## config.mk

```make
export PLATFORM = sky130hd
export DESIGN_NAME = seg_scan_display_flat
export DESIGN_NICKNAME = d
export VERILOG_FILES = /design/src/rtl/seg_scan_display_if.sv /design/src/rtl/seg_scan_display.sv /design/src/flat_wrapper.sv
export SDC_FILE = /design/constraint.sdc
export NUM_CORES = 1
export LEC_CHECK = 0
export CORE_ASPECT_RATIO = 0.75
export CORE_UTILIZATION = 35
export DETAILED_ROUTE_END_ITERATION = 6
export SYNTH_ARGS = -nofsm -noshare
export SYNTH_HDL_FRONTEND = slang
export SYNTH_SLANG_ARGS = --single-unit
```

## constraint.sdc

```tcl
create_clock -name Clk -period 3.77 [get_ports Clk]
set_clock_uncertainty 0.1 [all_clocks]
set_input_delay 0.754 -clock Clk [delete_from_list [all_inputs] [get_ports Clk]]
set_output_delay 0.754 -clock Clk [all_outputs]
set_load 0.01 [all_outputs]
```

## src/rtl/seg_scan_display_if.sv

```systemverilog
// Bus bundle for seg_scan_display: capture controls in, status and
// multiplexed seven-segment drive out.
interface seg_scan_display_if #(
  parameter int DIGITS = 8,
  parameter int DATA_W = 32,
  parameter int NUM_CH = 2
);
  localparam int SEL_W = (NUM_CH > 1) ? $clog2(NUM_CH) : 1;

  logic [NUM_CH*DATA_W-1:0] data_in;
  logic [SEL_W-1:0]         ch_sel;
  logic                     mode;
  logic                     blank_lz;
  logic                     update;
  logic                     busy;
  logic                     ovf;
  logic [6:0]               out7;
  logic [DIGITS-1:0]        en_out;

  modport master (
    output data_in, ch_sel, mode, blank_lz, update,
    input  busy, ovf, out7, en_out
  );

  modport slave (
    input  data_in, ch_sel, mode, blank_lz, update,
    output busy, ovf, out7, en_out
  );
endinterface

```

## src/rtl/seg_scan_display.sv

```systemverilog
// Multiplexed common-anode seven-segment driver: captures one channel, renders it
// as hex or decimal (serial double-dabble), and scans the digits with blanking.
module seg_scan_display #(
  parameter int DIGITS   = 8,
  parameter int DATA_W   = 32,
  parameter int NUM_CH   = 2,
  parameter int SCAN_DIV = 100000
) (
  input logic Clk,
  input logic Rst,
  seg_scan_display_if.slave bus
);
  localparam int SEL_W      = (NUM_CH > 1) ? $clog2(NUM_CH) : 1;
  localparam int DISP_W     = 4 * DIGITS;
  localparam int BCD_DIGITS = (DATA_W * 30103 + 99999) / 100000 + 1;
  localparam int BCD_W      = 4 * BCD_DIGITS;
  localparam int EXT_W      = (DATA_W > DISP_W) ? DATA_W : DISP_W;
  localparam int DEXT_W     = (BCD_W > DISP_W) ? BCD_W : DISP_W;
  localparam int CNT_W      = $clog2(DATA_W);
  localparam int IDX_W      = $clog2(DIGITS);
  localparam int DIV_W      = $clog2(SCAN_DIV);

  typedef enum logic [1:0] {IDLE, HEX, DEC} state_t;

  state_t              state, stateNext;
  logic                busy, capture, shiftEn, writeHex, writeDec;
  logic [CNT_W-1:0]    bitCnt;
  logic [DATA_W-1:0]   chVal, valReg;
  logic [BCD_W-1:0]    bcdReg, bcdAdj, bcdNext;
  logic [EXT_W-1:0]    valExt;
  logic [DEXT_W-1:0]   decExt;
  logic [DISP_W-1:0]   dispReg, dispShift;
  logic                ovfReg;
  logic [DIV_W-1:0]    divCnt;
  logic [IDX_W-1:0]    idx;
  logic                blankDig;
  logic [6:0]          segOut_p1;
  logic [DIGITS-1:0]   digEn_p1;

  function automatic logic [6:0] segDecode(input logic [3:0] nib);
    case (nib)
      4'h0: segDecode = 7'b0000001;
      4'h1: segDecode = 7'b1001111;
      4'h2: segDecode = 7'b0010010;
      4'h3: segDecode = 7'b0000110;
      4'h4: segDecode = 7'b1001100;
      4'h5: segDecode = 7'b0100100;
      4'h6: segDecode = 7'b0100000;
      4'h7: segDecode = 7'b0001111;
      4'h8: segDecode = 7'b0000000;
      4'h9: segDecode = 7'b0000100;
      4'hA: segDecode = 7'b0001000;
      4'hB: segDecode = 7'b1100000;
      4'hC: segDecode = 7'b0110001;
      4'hD: segDecode = 7'b1000010;
      4'hE: segDecode = 7'b0110000;
      default: segDecode = 7'b0111000;
    endcase
  endfunction

  always_ff @(posedge Clk) begin
    if (!Rst) state <= IDLE;
    else      state <= stateNext;
  end

  always_comb begin
    stateNext = state;
    case (state)
      IDLE:    if (bus.update) stateNext = bus.mode ? DEC : HEX;
      HEX:     stateNext = IDLE;
      DEC:     if (bitCnt == CNT_W'(DATA_W - 1)) stateNext = IDLE;
      default: stateNext = IDLE;
    endcase
  end

  always_comb begin
    busy     = (state != IDLE);
    capture  = (state == IDLE) && bus.update;
    shiftEn  = (state == DEC);
    writeHex = (state == HEX);
    writeDec = (state == DEC) && (bitCnt == CNT_W'(DATA_W - 1));
  end

  // Out-of-range selects fall through to zero.
  always_comb begin
    chVal = '0;
    for (int k = 0; k < NUM_CH; k++)
      if (bus.ch_sel == SEL_W'(k)) chVal = bus.data_in[k*DATA_W +: DATA_W];
  end

  always_comb begin
    bcdAdj = bcdReg;
    for (int i = 0; i < BCD_DIGITS; i++)
      if (bcdReg[4*i +: 4] >= 4'd5) bcdAdj[4*i +: 4] = bcdReg[4*i +: 4] + 4'd3;
    bcdNext = {bcdAdj[BCD_W-2:0], valReg[DATA_W-1]};
    valExt  = EXT_W'(valReg);
    decExt  = DEXT_W'(bcdNext);
  end

  always_ff @(posedge Clk) begin
    if (capture) begin
      valReg <= chVal;
      bcdReg <= '0;
    end else if (shiftEn) begin
      valReg <= {valReg[DATA_W-2:0], 1'b0};
      bcdReg <= bcdNext;
    end
  end

  always_ff @(posedge Clk) begin
    if (!Rst) begin
      bitCnt  <= '0;
      dispReg <= '0;
      ovfReg  <= 1'b0;
    end else begin
      if (capture)      bitCnt <= '0;
      else if (shiftEn) bitCnt <= bitCnt + 1'b1;
      if (writeHex) begin
        dispReg <= valExt[DISP_W-1:0];
        ovfReg  <= |(valExt >> DISP_W);
      end else if (writeDec) begin
        dispReg <= decExt[DISP_W-1:0];
        ovfReg  <= |(decExt >> DISP_W);
      end
    end
  end

  // A digit is blank when it and everything above it is zero; digit 0 always shows.
  always_comb begin
    dispShift = dispReg >> (4 * idx);
    blankDig  = bus.blank_lz && (idx != '0) && (dispShift == '0);
  end

  always_ff @(posedge Clk) begin
    if (!Rst) begin
      divCnt    <= '0;
      idx       <= '0;
      segOut_p1 <= 7'h7F;
      digEn_p1  <= '1;
    end else begin
      if (divCnt == DIV_W'(SCAN_DIV - 1)) begin
        divCnt <= '0;
        idx    <= (idx == IDX_W'(DIGITS - 1)) ? '0 : idx + 1'b1;
      end else begin
        divCnt <= divCnt + 1'b1;
      end
      segOut_p1 <= blankDig ? 7'h7F : segDecode(dispShift[3:0]);
      digEn_p1  <= ~(DIGITS'(1) << idx);
    end
  end

  assign bus.busy   = busy;
  assign bus.ovf    = ovfReg;
  assign bus.out7   = segOut_p1;
  assign bus.en_out = digEn_p1;
endmodule

```

## src/flat_wrapper.sv

```systemverilog
// flat-port wrapper written by rule: the top's interface ports become plain ports
module seg_scan_display_flat 
#(
  parameter int DIGITS   = 8,
  parameter int DATA_W   = 32,
  parameter int NUM_CH   = 2,
  parameter int SCAN_DIV = 100000
)
  (Clk, Rst, bus_data_in, bus_ch_sel, bus_mode, bus_blank_lz, bus_update, bus_busy, bus_ovf, bus_out7, bus_en_out);
  seg_scan_display_if #(.DIGITS(DIGITS), .DATA_W(DATA_W), .NUM_CH(NUM_CH)) bus_i ();
  input logic Clk;
  input logic Rst;
  input wire logic [$bits(bus_i.data_in)-1:0] bus_data_in;
  input wire logic [$bits(bus_i.ch_sel)-1:0] bus_ch_sel;
  input wire logic [$bits(bus_i.mode)-1:0] bus_mode;
  input wire logic [$bits(bus_i.blank_lz)-1:0] bus_blank_lz;
  input wire logic [$bits(bus_i.update)-1:0] bus_update;
  output wire logic [$bits(bus_i.busy)-1:0] bus_busy;
  output wire logic [$bits(bus_i.ovf)-1:0] bus_ovf;
  output wire logic [$bits(bus_i.out7)-1:0] bus_out7;
  output wire logic [$bits(bus_i.en_out)-1:0] bus_en_out;
  assign bus_i.data_in = bus_data_in;
  assign bus_i.ch_sel = bus_ch_sel;
  assign bus_i.mode = bus_mode;
  assign bus_i.blank_lz = bus_blank_lz;
  assign bus_i.update = bus_update;
  assign bus_busy = bus_i.busy;
  assign bus_ovf = bus_i.ovf;
  assign bus_out7 = bus_i.out7;
  assign bus_en_out = bus_i.en_out;
  seg_scan_display #(.DIGITS(DIGITS), .DATA_W(DATA_W), .NUM_CH(NUM_CH), .SCAN_DIV(SCAN_DIV)) u_core (.Clk(Clk), .Rst(Rst), .bus(bus_i));
endmodule
```

# After elaboration in Yosys (flattened, before gate mapping)
# Memories as Yosys holds them, arrays and structs flattened. A register that Yosys moved wholly into a read port is not among the register bits.
# Index checks and enable logic that the tools add are counted.
# totals
rom_bits	112
ff_bits	144
wordCells	83
mem_count	1
# mem_list
memory	words	word_bits	read_ports	rd_clocked_by_memory_dff	wr	line_no	source
(name not given)	16	7	1	1	0	seg_scan_display.sv:41	case (nib)
# classes
shift	2
n_lt_le_gt_ge	11
n_eq_ne	7
addsub	14
reduce_logical	16
bitwise	2
mux	21
# ops
operator	count
2-to-1 mux 32 bit	5
>= comparator 4 x 3 -> 1 bit, second input constant	11
adder 4 x 2 -> 4 bit, second input constant	10
2-to-1 mux 4 bit	10
zero test 32 bit	1
right shift 32 x 5 -> 32 bit	1
adder 17 x 1 -> 17 bit, second input constant	1
equality test 17 bit, second input constant	1
OR reduction 12 bit	1
inverter 8 bit	1
OR reduction 2 bit	4
<< shifter 1 x 3 -> 8 bit, first input constant	1
2-to-1 mux 2 bit	3
2-to-1 mux 3 bit	2
nonzero test 2 bit	3
adder 5 x 1 -> 5 bit, second input constant	1
equality test 5 bit, second input constant	1
logical AND 1 bit	4
!= test 2 bit, second input constant	2
one-hot mux 2 bit (2 select lines)	1
adder 3 x 1 -> 3 bit, second input constant	1
adder 3 x 2 -> 3 bit, second input constant	1
equality test 3 bit, second input constant	1
nonzero test 3 bit	1
other kinds (5)	5

# Logic depth before layout (Yosys ltp)
# Gate-level depths: netlist (run 1).
# logic_depth
word_depth	4
ltp_mapped	9

# Worst setup path before layout (run 1)
# Ideal clock, no wire load.
# synth_timing
path_type	flip-flop to flip-flop
startpoint	register u_core.idx[0]
endpoint	register u_core.segOut_p1[3], in the netlist u_core.bus.out7[3]
t_arrival_ns	2.620
setup_time_ns	0.083
period_less_slack_ns	2.804
path_slack_ns	0.966
path_stages_with_launch	9
path_buffers	2
cell_sequence	dfxtp_1 > buf_6 > clkbuf_1 > mux4_2 > mux2i_1 > ha_1 > o311ai_0 > o41a_4 > o221ai_1
# synth_via
elab_chain_cells	4
# synth_rtl
element	line_no	source
start: declaration	seg_scan_display.sv:35	logic [IDX_W-1:0] idx;
start signal: assignment	seg_scan_display.sv:143	idx <= (idx == IDX_W'(DIGITS - 1)) ? '0 : idx + 1'b1;
right shift 32 x 5 -> 32 bit or nonzero test 3 bit (tied branches)	seg_scan_display.sv:130, seg_scan_display.sv:131	
zero test 32 bit or logical AND 1 bit (tied branches)	seg_scan_display.sv:131	blankDig = bus.blank_lz && (idx != '0) && (dispShift == '0);
logical AND 1 bit	seg_scan_display.sv:131	
OR reduction 2 bit (no source line)	n/a	
end: declaration	seg_scan_display.sv:37	logic [6:0] segOut_p1;
# Parallel ways exist; a longest one is shown, timed or not.
# A chain may end at the register's enable or synchronous reset.

# Final worst setup path (run 1)
# layout_timing
startpoint	register u_core.idx[0]
endpoint	register u_core.segOut_p1[2], in the netlist u_core.bus.out7[2]
# Same word-level chain as after synthesis.

==> flow_summary.yaml, run 1 <==
pwr:
  peakVddDrop_v: 0.000308
  intPower_mw: 2.96
  p_sw_share_pct: 25.1
  pwr-share-comb_pct: 10.7
  power.clock.fraction_pct: 43.4
  power.total_mw: 3.95
  powerDensity_mw_per_mm2: 415
  power.leakage_nw: 3.43
  power_frac_seq_pct: 45.9
  p_sw_mw: 0.992
timing:
  setup_viol: 0
  final_max_slew_viol_count: 0
  tns_ns: 0
  worst_hold_slack_ns: 0.369
  finalWorstSetupSlack_ns: 0.713
  rsz0062_at_grt: "no"
  fmax_mhz: 327
  finalHoldViolCount: 0
  fin_crit_ns: 3.06
  finalCritPeriodShare_pct: 81.1
  max-slew-margin-rel_pct: 36.7
  worst_pin_slew_ns: 0.949
synth:
  synth_cells: 850
  synth_common_cells: "dfxtp_1 (119), nor2_1 (104), a21oi_1 (66), o21ai_0 (58), nand3_1 (51)"
  synth.most_common_cell: "dfxtp_1"
  synth-edff-count: 32
  syn-num-nets: 956
  yosys.area.top_type: "dfxtp_1"
  synth_area_leaders: "dfxtp_1 (30%), edfxtp_1 (12%), ha_1 (5.8%)"
  postSynthAreaPerCell_um2: 9.19
  synth.distinct_cells: 50
  yosys_warnings: 0
  ys_async_sr_fraction_pct: 0
  netlist_area_mm2: 0.00781
  ys_seq_area_share_pct: 42.8
  synth_flop_cell: "dfxtp_1"
  synth-seq-cells: 151
  synth_top_area_share_pct: 30.5
cells_and_area:
  syn_to_final_growth_pct: 21.7
  fin_nets: 1021
  fin_cells: 1216
  drive_above_1_share_pct: 7.65
  fillers: 2082
  final_util_pct: 44.2
  final_cell_area_mm2: 0.00951
  diodes: 0
worst_setup_path:
  crit_fanout: 16
  ff2ff_path_depth: 7
  cp.required_ns: 4.01
  cp-start-kind: "flop"
  crit_arrival_ns: 3.30
  critPathKind: "reg -> reg"
  endpoint_kind: "flop"
min_path:
  hold_depth: 2
  hold_class: "reg -> reg"
cts:
  cts_setup_buffers: 0
  cts_buffers: 17
  cts_max_path_buffers: 2
  clock_sinks: 151
  ctsHoldBuffers: 0
  clock_latency_ns: 0.43
  cts_tree: "yes"
  cts_resized: 0
  htree_levels: 4
  clk_pin_slew_ns: 0.06
  cts-root-buf: "clkbuf_16"
status:
  status: "complete, no violations"
floorplan:
  fp-row-count: 46
  design.core.area_mm2: 0.0215
  start_util_pct: 36.3
  die-area_mm2: 0.0229
  die_h_um: 131
  ios: 87
  die_w_um: 175
placement:
  dp.cells: 1184
  dpl_worst_slack_ns: 0.692
  io_buffer_count: 86
  dpl.hpwl_um: 13200
  dpl-instance-area_mm2: 0.00892
  gp_congestion: 0.930
global_route:
  grt_pass1_vias: 5849
  antenna_found_initial: 0
  grt_max_degree: 90
  overflow: 0
  grt_pass1_wl_um: 30200
  grt_use_total_pct: 16.5
routing:
  drt_iter0_drc: 487
  vias: 6287
  routedWlPerCell_um: 15.2
  drc: 0
  antenna_left: 0
  routed_via_density: 5.17
  wl_um: 18500
  drtPass1Iterations: 4
flow_run:
  cap_violations: 0
[power groups by stage]
stage                     combinational [mW]  sequential (mW)  clock (mW)
after global routing                   0.466             1.82        1.82
after detailed placement               0.423             1.85           0
after floorplan                        0.254             1.82           0
final                                  0.422             1.81        1.71
after global placement                 0.418             1.85           0
after CTS                              0.425             1.81        1.75
[flip-flops by register name, summed over array words and instances (netlist names)]
| name | cells |
|---|---|
| u_core.divCnt | 17 |
| u_core.bitCnt | 5 |
| u_core.bus.out7 | 7 |
| u_core.bus.en_out | 8 |
| u_core.idx | 3 |
| u_core.bcdReg | 44 |
| u_core.dispReg | 32 |
| u_core.bus.ovf | 1 |
| u_core.valExt | 32 |
| u_core.state | 2 |
[metal layers]
| layer | vias to the layer above | global-route usage (%) | part of all wire [%] | wire [µm] |
|---|---|---|---|---|
| met5 | - | 0 | 0 | 0 |
| met4 | 0 | 4.83 | 1.3 | 233 |
| met3 | 18 | 4.11 | 5.0 | 931 |
| met2 | 148 | 24.7 | 43 | 7880 |
| met1 | 2941 | 23.3 | 51 | 9450 |
| li1 | 3180 | - | - | - |
[layout make-up]
cell class	instances	area, µm²	share of cell area (%)
Clock buffer	19	443	4.66
Clock inverter	13	144	1.51
Inverter	34	128	1.34
Multi-Input combinational cell	614	4150	43.7
Sequential cell	151	3340	35.2
Tap cell	288	360	3.79
Timing Repair Buffer	97	938	9.87
[cells by family (layout without fill, tap and decap cells)]
family                   count (synthesis)  count (layout)  synth area share [%]
buffers and inverters                   85             163                  4.24
AND/OR/NAND/NOR                        278             278                  17.5
AO/OA/AOI/OAI                          207             207                  16.6
XOR/XNOR                                30              30                  3.36
multiplexers                            63              63                  9.74
adder cells (fa/ha/maj)                 36              36                  5.77
flip-flops                             151             151                  42.8
[worst max-delay path, cell delays in order, from the launching register on]
cell and delay, ns:
dfxtp_1 0.53, buf_4 0.30, mux4_2 0.35, mux2i_1 0.47
ha_1 0.31, o311ai_0 0.18, o41a_4 0.53, o221ai_1 0.21
[final timing paths]
path              slack [ns]                 end              from
setup reg to reg        0.71  u_core.bus.out7[2]     u_core.idx[0]
hold reg to reg         0.37    u_core.bitCnt[4]  u_core.bitCnt[4]
hold / removal          0.37    u_core.bitCnt[4]  u_core.bitCnt[4]
setup / recovery        0.71  u_core.bus.out7[2]     u_core.idx[0]
[placed cells by master, fill, tap and decap left out, types with 3 or more instances in the layout]
master | Yosys | final
a22o_1 | 23 | 23
nor3b_1 | 19 | 19
a22oi_1 | 3 | 3
nor4_1 | 7 | 7
and3_1 | 8 | 8
nor2b_1 | 14 | 13
nand2b_1 | 14 | 13
mux4_2 | 8 | 8
ha_1 | 36 | 36
dfxtp_1 | 119 | 119
nor2_1 | 104 | 103
o21ai_0 | 58 | 58
o21ai_1 | 3 | 3
inv_1 | 33 | 33
edfxtp_1 | 32 | 32
xnor2_1 | 20 | 20
buf_4 | 0 | 11
nand2_1 | 29 | 29
a31oi_1 | 3 | 3
a221oi_1 | 10 | 10
clkinvlp_4 | 0 | 3
a21oi_1 | 66 | 66
mux2i_1 | 40 | 40
o221ai_1 | 4 | 4
inv_6 | 0 | 5
clkdlybuf4s50_1 | 0 | 85
nand4_1 | 5 | 5
nand3_1 | 51 | 51
o21a_1 | 24 | 24
clkbuf_16 | 0 | 17
or3_1 | 3 | 3
xor2_1 | 10 | 10
nor3_1 | 16 | 16
mux2_2 | 14 | 14
No activity file was read; power rests on OpenSTA's default activity.
==> inputs of run 2 (changes only) <==
==> constraint.sdc (replaced) <==
create_clock -name Clk -period 2.53 [get_ports Clk]
set_clock_uncertainty 0.1 [all_clocks]
set_input_delay 0.506 -clock Clk [delete_from_list [all_inputs] [get_ports Clk]]
set_output_delay 0.506 -clock Clk [all_outputs]
set_load 0.01 [all_outputs]
==> run 2 against run 1 <==
Clock power grew 60%. Cell count rose by 0.90%. First-iteration DRC count fell by 20%. Combinational power increased by 55%.
==> flow_summary.yaml, run 2 (same netlist as run 1, synthesis figures left out) <==
status:
  status: "complete, no violations"
worst_setup_path:
  crit_fanout: 7
  critPathKind: "reg -> reg"
  rr_startpoint: "u_core.idx[0]"
  crit_slowest_cell: "mux4_2"
  regToRegEndpoint: "u_core.bus.out7[2]"
  max_stage_delay_ns: 0.56
  cp.required_ns: 2.78
  cp_cell_sequence: "mux4_2 > mux2i_4 > ha_1 > o311ai_0 > o41a_4 > o221ai_1"
  endpoint_kind: "flop"
  rrSetupSlack_ns: 0.15
  crit_arrival_ns: 2.63
  ff2ff_path_depth: 6
  cp-start-kind: "flop"
routing:
  drtPass1Iterations: 7
  wl_um: 18600
  vias: 6218
  routed_via_density: 5.07
  antenna_left: 0
  drc: 0
  drt_iter0_drc: 392
  routedWlPerCell_um: 15.2
placement:
  dp.cells: 1195
  dpl_worst_slack_ns: 0.0797
  dpl-instance-area_mm2: 0.00909
  dpl.hpwl_um: 13600
  gp_congestion: 0.908
  io_buffer_count: 86
global_route:
  grt_pass1_vias: 5763
  grt_pass1_wl_um: 30400
  grt_max_degree: 65
  antenna_found_initial: 0
  overflow: 0
  grt_use_total_pct: 16.7
cells_and_area:
  drive_above_1_share_pct: 9.37
  fin_nets: 1032
  regMostFlops: "u_core.bcdReg"
  syn_to_final_growth_pct: 24.6
  final_common_cell: "dfxtp_1"
  layout_common_cells: "dfxtp_1 (118), nor2_1 (103), clkdlybuf4s50_1 (84)"
  fin_cells: 1227
  diodes: 0
  largest_reg_flops: 44
  final_cell_area_mm2: 0.00973
pwr:
  power_frac_seq_pct: 44.3
  power.leakage_nw: 3.54
  pwr-share-comb_pct: 10.7
  powerDensity_mw_per_mm2: 626
  p_sw_share_pct: 25.5
  intPower_mw: 4.54
  power.clock.fraction_pct: 45.0
  peakVddDrop_v: 0.000510
  p_sw_mw: 1.55
min_path:
  hold_depth: 2
  holdPathEnd: "u_core.bitCnt[4]"
  hold_class: "reg -> reg"
  min_from: "u_core.bitCnt[4]"
timing:
  tns_ns: 0
  max-slew-margin-rel_pct: 54.3
  worst_pin_slew_ns: 0.679
  final_max_slew_viol_count: 0
  fmax_mhz: 420
  setup_viol: 0
  fin_crit_ns: 2.38
  rsz0062_at_grt: "no"
  finalCritPeriodShare_pct: 94.0
  finalHoldViolCount: 0
  finalWorstSetupSlack_ns: 0.151
cts:
  cts_tree: "yes"
  htree_levels: 4
  cts-root-buf: "clkbuf_16"
  clock_latency_ns: 0.42
  cts_max_path_buffers: 2
  clock_sinks: 151
  clk_pin_slew_ns: 0.07
  ctsHoldBuffers: 0
  cts_buffers: 17
floorplan:
  design.core.area_mm2: 0.0215
  fp-row-count: 46
  die_h_um: 131
  die_w_um: 175
  ios: 87
  start_util_pct: 36.3
  die-area_mm2: 0.0229
flow_run:
  cap_violations: 0
[run 2: cell count changes in the layout (fill, tap and decap cells not counted), moves of 2 or more]
cell / delta
clkinvlp_4: -2
mux2i_4: +2
inv_6: -3
mux2i_1: -2
inv_8: +5
buf_12: +6
buf_4: +5
[run 2: layout make-up]
cell class / instances / area [µm²]
fillers: 2062 / 11800
multi-input cells: 614 / 4170
flip-flops and latches: 151 / 3340
repair buffers: 108 / 1090
clock buffers: 17 / 425
well taps: 288 / 360
clock inverters: 15 / 210
inverters: 34 / 128
[run 2: worst max path at each step]
stage	depth (start not counted)	slack, ns	to	startpoint
2_1_floorplan	7	0.008	u_core.bus.out7[3]	u_core.idx[1]
3_3_place_gp	6	0.06	u_core.bus.out7[2]	u_core.idx[0]
3_5_place_dp	6	0.08	u_core.bus.out7[2]	u_core.idx[0]
4_1_cts	6	0.05	u_core.bus.out7[2]	u_core.idx[0]
5_1_grt	6	0.04	u_core.bus.out7[3]	u_core.idx[0]
6_report	6	0.15	u_core.bus.out7[2]	u_core.idx[0]
[run 2: through the flow]
step                utilization, %  total power, mW  hold slack (ns)
floorplan                        -             3.10            0.326
global placement              42.2             3.40            0.344
detailed placement            42.2             3.40            0.355
CTS                           45.2             6.15            0.365
global route                  45.2             6.34            0.391
finish                        45.2             6.09            0.360
[run 2: metal layers]
metal  track usage (%)  vias to the layer above  part of all wire [%]
met1              25.7                     2816                    54
met5                 0                        -                     0
li1                  -                     3207                     -
met2              22.2                      184                    39
met4              3.91                        0                  0.80
met3              5.09                       11                   6.3
[run 2: power groups by stage]
stage               clock network [mW]  logic, mW  registers, mW
CTS                               2.80      0.657           2.70
floorplan                            0      0.381           2.72
detailed placement                   0      0.653           2.75
finish                            2.74      0.653           2.70
global placement                     0      0.652           2.75
global route                      2.91      0.718           2.71
[run 2: worst max-delay path: cells and delay by family, from the launching register on]
family	cells	cell delay, ns
AO/OA/AOI/OAI	3	0.88
adder cells (fa/ha/maj)	1	0.19
flip-flops	1	0.39
multiplexers	2	0.74
[run 2: repair_timing]
| action | in CTS | in global routing |
|---|---|---|
| setup endpoints to repair | 0 | 6 |
| resized for setup | 0 | 1 |
| buffers inserted | 0 | 0 |
